### config.mk
export PLATFORM = sky130hd
export DESIGN_NAME = alu_arbiter
export DESIGN_NICKNAME = d
export VERILOG_FILES = /design/src/rtl/alu_arbiter.sv
export SDC_FILE = /design/constraint.sdc
export NUM_CORES = 1
export LEC_CHECK = 0
export CAP_MARGIN = 5
export CORE_AREA = 2 2 119 121
export DETAILED_ROUTE_END_ITERATION = 10
export DIE_AREA = 0 0 121 123
export GPL_TIMING_DRIVEN = 0
export MAX_ROUTING_LAYER = met4
export PLACE_DENSITY = 0.78
export SYNTH_ARGS = -nofsm -noshare
export SYNTH_HDL_FRONTEND = slang
export SYNTH_SLANG_ARGS = --single-unit
### constraint.sdc
create_clock -name clk -period 4 [get_ports clk]
set_input_delay 1.2 -clock clk [delete_from_list [all_inputs] [get_ports clk]]
set_output_delay 1.2 -clock clk [all_outputs]
set_load 0.1 [all_outputs]
### src/rtl/alu_arbiter.sv
// Two-requester round-robin arbiter in front of a shared combinational ALU.
// The winner's operands are steered to the ALU in the grant cycle and the
// ALU result is captured into a single output register (EMPTY/FULL) that
// supports back-to-back operation when the consumer is ready.

package alu_arbiter_pkg;
    typedef enum logic [2:0] {
        ALU_ADD = 3'd0,
        ALU_SUB = 3'd1,
        ALU_AND = 3'd2,
        ALU_OR  = 3'd3,
        ALU_XOR = 3'd4
    } alu_ops_t;
endpackage

module alu_arbiter
    import alu_arbiter_pkg::*;
#(
    parameter int DATA_W = 32
) (
    input  logic              clk,
    input  logic              reset,
    input  logic              req0_valid,
    output logic              req0_ready,
    input  alu_ops_t          req0_op,
    input  logic [DATA_W-1:0] req0_a,
    input  logic [DATA_W-1:0] req0_b,
    input  logic              req1_valid,
    output logic              req1_ready,
    input  alu_ops_t          req1_op,
    input  logic [DATA_W-1:0] req1_a,
    input  logic [DATA_W-1:0] req1_b,
    output logic [DATA_W-1:0] alu_operand_a,
    output logic [DATA_W-1:0] alu_operand_b,
    output alu_ops_t          alu_op,
    input  logic [DATA_W-1:0] alu_result,
    input  logic              alu_zero,
    output logic              rsp_valid,
    input  logic              rsp_ready,
    output logic              rsp_id,
    output logic [DATA_W-1:0] rsp_result,
    output logic              rsp_zero,
    output logic [15:0]       grant_cnt0,
    output logic [15:0]       grant_cnt1
);

    typedef enum logic {EMPTY = 1'b0, FULL = 1'b1} state_t;

    state_t            state_reg, state_next;
    logic              last_grant_reg, last_grant_next;
    logic              rsp_id_reg;
    logic [DATA_W-1:0] rsp_result_reg;
    logic              rsp_zero_reg;

    logic              can_accept;
    logic              grant;
    logic              winner;
    logic [1:0]        grant_vec;

    // Arbitration, ALU steering and next-state decode.
    always_comb begin
        can_accept      = 1'b0;
        grant_vec       = 2'b00;
        alu_operand_a   = '0;
        alu_operand_b   = '0;
        alu_op          = ALU_ADD;
        state_next      = state_reg;
        last_grant_next = last_grant_reg;

        // A slot opens when the register is empty or is being drained now.
        // Reset blocks all grants so the ALU ports idle during reset.
        can_accept = !reset && ((state_reg == EMPTY) || rsp_ready);

        if (can_accept) begin
            if (req0_valid && req1_valid) begin
                // Tie: favour whoever did not win last time.
                grant_vec = last_grant_reg ? 2'b01 : 2'b10;
            end else begin
                grant_vec = {req1_valid, req0_valid};
            end
        end

        if (grant_vec[0]) begin
            alu_operand_a = req0_a;
            alu_operand_b = req0_b;
            alu_op        = req0_op;
        end else if (grant_vec[1]) begin
            alu_operand_a = req1_a;
            alu_operand_b = req1_b;
            alu_op        = req1_op;
        end

        if (grant) begin
            state_next      = FULL;
            last_grant_next = winner;
        end else if (rsp_ready) begin
            state_next = EMPTY;
        end
    end

    assign grant  = |grant_vec;
    assign winner = grant_vec[1];

    // Output register and round-robin pointer.
    always_ff @(posedge clk) begin
        if (reset) begin
            state_reg      <= EMPTY;
            last_grant_reg <= 1'b1;
            rsp_id_reg     <= 1'b0;
            rsp_result_reg <= '0;
            rsp_zero_reg   <= 1'b0;
        end else begin
            state_reg      <= state_next;
            last_grant_reg <= last_grant_next;
            if (grant) begin
                rsp_id_reg     <= winner;
                rsp_result_reg <= alu_result;
                rsp_zero_reg   <= alu_zero;
            end
        end
    end

    generate
        for (genvar gi = 0; gi < 2; gi++) begin : g_cnt
            logic [15:0] cnt_reg;
            // Per-requester grant counter that sticks at all-ones.
            always_ff @(posedge clk) begin
                if (reset) begin
                    cnt_reg <= '0;
                end else if (grant_vec[gi] && (cnt_reg != 16'hFFFF)) begin
                    cnt_reg <= cnt_reg + 16'd1;
                end
            end
        end
    endgenerate

    assign req0_ready = grant_vec[0];
    assign req1_ready = grant_vec[1];
    assign rsp_valid  = (state_reg == FULL);
    assign rsp_id     = rsp_id_reg;
    assign rsp_result = rsp_result_reg;
    assign rsp_zero   = rsp_zero_reg;
    assign grant_cnt0 = g_cnt[0].cnt_reg;
    assign grant_cnt1 = g_cnt[1].cnt_reg;

endmodule

After elaboration in Yosys (flattened, before gate mapping)
Index checks and enable logic that the tools add are counted.

storage, ports and cells
  register bits = 68
  bits in latches = 0
  memory bits (writable) = 0
  bits in read-only memories = 0
  input bits = 172
  output and inout port bits = 136
  word-level logic and storage cells = 31
  memories kept = 0

operators by class
  add/sub/neg operators = 2
  $mul = 0
  divide/modulo/power cells = 0
  $lt $le $gt $ge = 0
  equality and inequality tests = 2
  shifts and indexed selects = 0
  multiplexer cells = 11
  bitwise operators = 1
  reduce and logical (&&, ||, !) cells = 8

operators with widths
  kind                                            number
  two-way mux 32 bit                              4
  adder 16 x 1 -> 16 bit (second input constant)  2
  inequality test 16 bit (second input constant)  2
  two-way mux 2 bit                               3
  two-way mux 3 bit                               2
  logical AND 1 bit                               4
  two-way mux 1 bit                               2
  nonzero test 2 bit                              1
  OR reduction 2 bit                              1
  logical NOT 1 bit                               1
  logical OR 1 bit                                1
  inverter 1 bit                                  1

Logic depth before layout (Yosys ltp)
  depth in word-level cells = 6
  depth in mapped cells = 7

Worst setup path after synthesis
No wires, ideal clock.

  path kind = in2out
  start point = input port req1_valid
  end point = output port alu_operand_a[22]
  arrival = 3408 ps
  path slack = -608 ps
  stages = 6
  buffers on the path = 2
  path through = nor2b_1 or4b_4 buf_6 inv_2 buf_2 a22o_1

on the way
  elaborated cells on any way between the ends = 5
  those cells by class = mux (4); reduce/logical (1)

RTL lines
  item                  line  RTL
  start: declaration    28    input logic req1_valid,
  logical AND 1 bit     75    if (req0_valid && req1_valid) begin
  two-way mux 2 bit     75
  two-way mux 2 bit     74    if (can_accept) begin
  named net req0_ready  24    output logic req0_ready,
  two-way mux 32 bit    83    if (grant_vec[0]) begin
  end: declaration      33    output logic [DATA_W-1:0] alu_operand_a,

The timed path passes the listed nets, and every way through them passes these cells.

Final worst setup path
  start point = input port req0_valid
  end point = output port alu_operand_b[16]

on the way
  word-level cells in the longest chain between the ends = 5

ends and longest elaborated chain
  item                    line  RTL
  start: declaration      23    input logic req0_valid,
  logical AND 1 bit       75
  two-way mux 2 bit (*)   75
  two-way mux 2 bit (*)   74
  two-way mux 32 bit      87    end else if (grant_vec[1]) begin
  two-way mux 32 bit (*)  83
  end: declaration        34    output logic [DATA_W-1:0] alu_operand_b,

Every way passes the cells marked *; elsewhere a longest branch is shown, timed or not.

==> impl_metrics.env <==
export IMPL_outcome="finished, final reports clean"
export IMPL_dp_hpwl_um=14600
export IMPL_first_global_vias=4959
export IMPL_route_vias_total=4998
export IMPL_wirelength_um=19200
export IMPL_antenna_found_initial=2
export IMPL_grt_setup_unrepaired="yes"
export IMPL_seq_area_frac_synth_pct=36.8
export IMPL_ff2ff_path_depth=6
export IMPL_final_core_util_pct=63.3
export IMPL_firstDrtPassIters=5
export IMPL_synth_edf_count=0
export IMPL_cp_start_kind="input pin"
export IMPL_critical_path_max_stage_delay_ps=340
export IMPL_ys_seq_elements=68
export IMPL_cts_tree="built"
export IMPL_largest_reg_flops=32
export IMPL_start_util_pct=27.2
export IMPL_layout_drive_gt1_share_pct=25.5
export IMPL_worstSetupPathType="input pin to primary output"
export IMPL_synth_area_um2=3700
export IMPL_grt_pass1_wl_um=28400
export IMPL_syn_nets=622
export IMPL_io_buffers=307
export IMPL_critPathMaxFanout=10
export IMPL_cts_max_path_buffers=2
export IMPL_crit_arrival_ps=2760
export IMPL_vias_per_cell=5.20
export IMPL_drt_first_iter_violations=343
export IMPL_pre_cts_ws_ps=-1790
export IMPL_drc=0
export IMPL_ant_nets=0
export IMPL_finalHoldViolations=0
export IMPL_cts_max_level=3
export IMPL_final_common_cell="clkdlybuf4s50_1"
export IMPL_worstSetupEndpointType="primary output"
export IMPL_cts_root_buf="clkbuf_16"
export IMPL_place_congestion=0.942
export IMPL_io_pins=308
export IMPL_setup_violations=0
export IMPL_numCtsBuffers=9
export IMPL_crit_required_ps=2800
export IMPL_nNetsFinal=948
export IMPL_die_area_um2=14900
export IMPL_slowest_stage="or3_4"
export IMPL_cap_violations=0
export IMPL_yosysWarnings=0
export IMPL_vdd_drop_max_uv=278
export IMPL_synthDistinctLibCells=47
export IMPL_fp_dieH_um=123
export IMPL_die_width_um=121
export IMPL_power_density_nw_per_um2=318
export IMPL_path_clk_slew_ps=50
export IMPL_synth_flop_cell="dfxtp_1"
export IMPL_final_cell_mix="clkdlybuf4s50_1 (234), nand2_1 (82), dfxtp_1 (68)"
export IMPL_std_cell_rows=43
export IMPL_grt_ovfl_total=0
export IMPL_fin_crit_ps=3960
export IMPL_grt_usage_pct=25.8
export IMPL_worst_slack_ps=41.8
export IMPL_slew_headroom_pct=31.1
export IMPL_cp_cell_sequence="dlygate4sd2_1, a21bo_1, or3_4, buf_8, inv_12, clkbuf_16, a22o_2, buf_12"
export IMPL_hold_start="rsp_result[31]"
export IMPL_ys_async_sr_fraction_pct=0
export IMPL_areaGrowthSynthToFinish_pct=133
export IMPL_maxSlewViolCount=0
export IMPL_p_leak_uw=0.00333
export IMPL_worst_pin_slew_ps=1030
export IMPL_core_area_um2=13600
export IMPL_clkSinkCount=68
export IMPL_period_share_pct=99.0
export IMPL_insertion_delay_ps=330
export IMPL_hp_class="flip-flop to flip-flop"
export IMPL_r2r_start="grant_cnt0[0]"
export IMPL_cp_endpoint="alu_operand_b[16]"
export IMPL_rrSetupSlack_ps=1740
export IMPL_avgSynthCellArea_um2=8.25
export IMPL_reg2reg_to="grant_cnt0[6]"
export IMPL_crit_start="req0_valid"
export IMPL_synthCells=448
export IMPL_grt_max_degree=14
export IMPL_wl_per_cell_um=19.9
export IMPL_finClkSkew_ps=6.04
export IMPL_clock_fmax_mhz=253
export IMPL_nFillCells=1121
timing repair:
action / CTS / global route
buffers inserted: 4 / 1
hold buffers: 0 / 0
resized for setup: 670 / 32
gates cloned: 5 / 0
pin swaps: 3 / 3
setup endpoints to repair: 69 / 68
per-layer routing:
metal | wire, um | track usage, % | vias to the layer above
met5 | 0 | - | -
met2 | 9540 | 43.5 | 257
met4 | 395 | 9.01 | 0
met1 | 7710 | 30.8 | 2348
met3 | 1520 | 5.17 | 33
li1 | - | - | 2360
critical path, delay by kind of cell:
| family | cells | cell delay (ps) |
|---|---|---|
| AO/OA/AOI/OAI | 2 | 380 |
| AND/OR/NAND/NOR | 1 | 340 |
| buffers and inverters | 5 | 840 |
report_power, final:
group / total (uW) / switching (uW) / internal [uW]
registers: 714 / 13.6 / 700
clock network: 852 / 292 / 559
logic: 1180 / 713 / 464
total: 2740 / 1020 / 1720
cells in the mapped netlist (2+ instances only):
library cell / n / area, um^2
nor3_1: 6 / 30.0
a21oi_1: 46 / 230
nand2_1: 82 / 308
and4_1: 6 / 52.6
buf_2: 11 / 55.1
buf_6: 2 / 22.5
inv_1: 4 / 15.0
nand4_1: 13 / 81.3
o211a_1: 3 / 30.0
mux2_1: 4 / 45.0
and3_1: 2 / 12.5
a22o_1: 67 / 587
dfxtp_1: 68 / 1360
nor4_1: 13 / 81.3
o31ai_1: 5 / 37.5
nor4_2: 2 / 25.0
nand3_1: 9 / 45.0
nand2b_1: 2 / 12.5
nor2_1: 13 / 48.8
o21ai_0: 7 / 35.0
mux2_2: 6 / 67.6
buf_1: 4 / 15.0
or3_1: 6 / 37.5
clkbuf_1: 18 / 67.6
ha_1: 2 / 25.0
o311ai_0: 5 / 43.8
nor2b_1: 9 / 56.3
or4_1: 9 / 67.6
inv_2: 2 / 7.51
o41ai_1: 5 / 43.8
area by class of cell:
type                       count  area [um^2]  area share [%]
sequential                    68         1360            15.8
inverter                       6         47.5           0.552
clock buffer                  11          243            2.82
antenna                        2         5.00          0.0581
buffer                        35          349            4.05
timing repair buffer         315         3790            44.0
clock inverter                 5         75.1           0.872
tap                          180          225            2.62
timing repair inverter         2         20.0           0.232
multi-input combinational    337         2500            29.0
kinds of logic (layout without fill, tap and decap cells):
logic type      Yosys count  in the layout  share of synthesized area, %
mux                      11             11                          3.32
compound gates          145            145                          28.9
simple gates            179            179                          25.0
fa+ha+maj                 2              2                         0.677
other cells               0              2                             0
buf+inv                  43            374                          5.28
flops                    68             68                          36.8
stage by stage:
step / hold slack, ps / cell area [um^2] / setup TNS, ps / total power (uW) / instances
after detailed placement: 447 / 7150 / -105860 / 1720 / 935
after global routing: 475 / 8610 / -19.4 / 2820 / 961
final: 450 / 8610 / 0 / 2740 / 961
after CTS: 453 / 8440 / 0 / 2730 / 959
after floorplan: 480 / 3850 / -808 / 1370 / 448
after global placement: 441 / 7150 / -106470 / 1720 / 935
worst min path at each step:
stage                                 to  cells after the start
final                     rsp_result[31]                      2
after global routing       rsp_result[7]                      2
after CTS                 rsp_result[31]                      2
after detailed placement  rsp_result[25]                      2
after global placement     rsp_result[1]                      2
after floorplan           last_grant_reg                      1
Note: power is estimated with default switching activity, not from simulation.
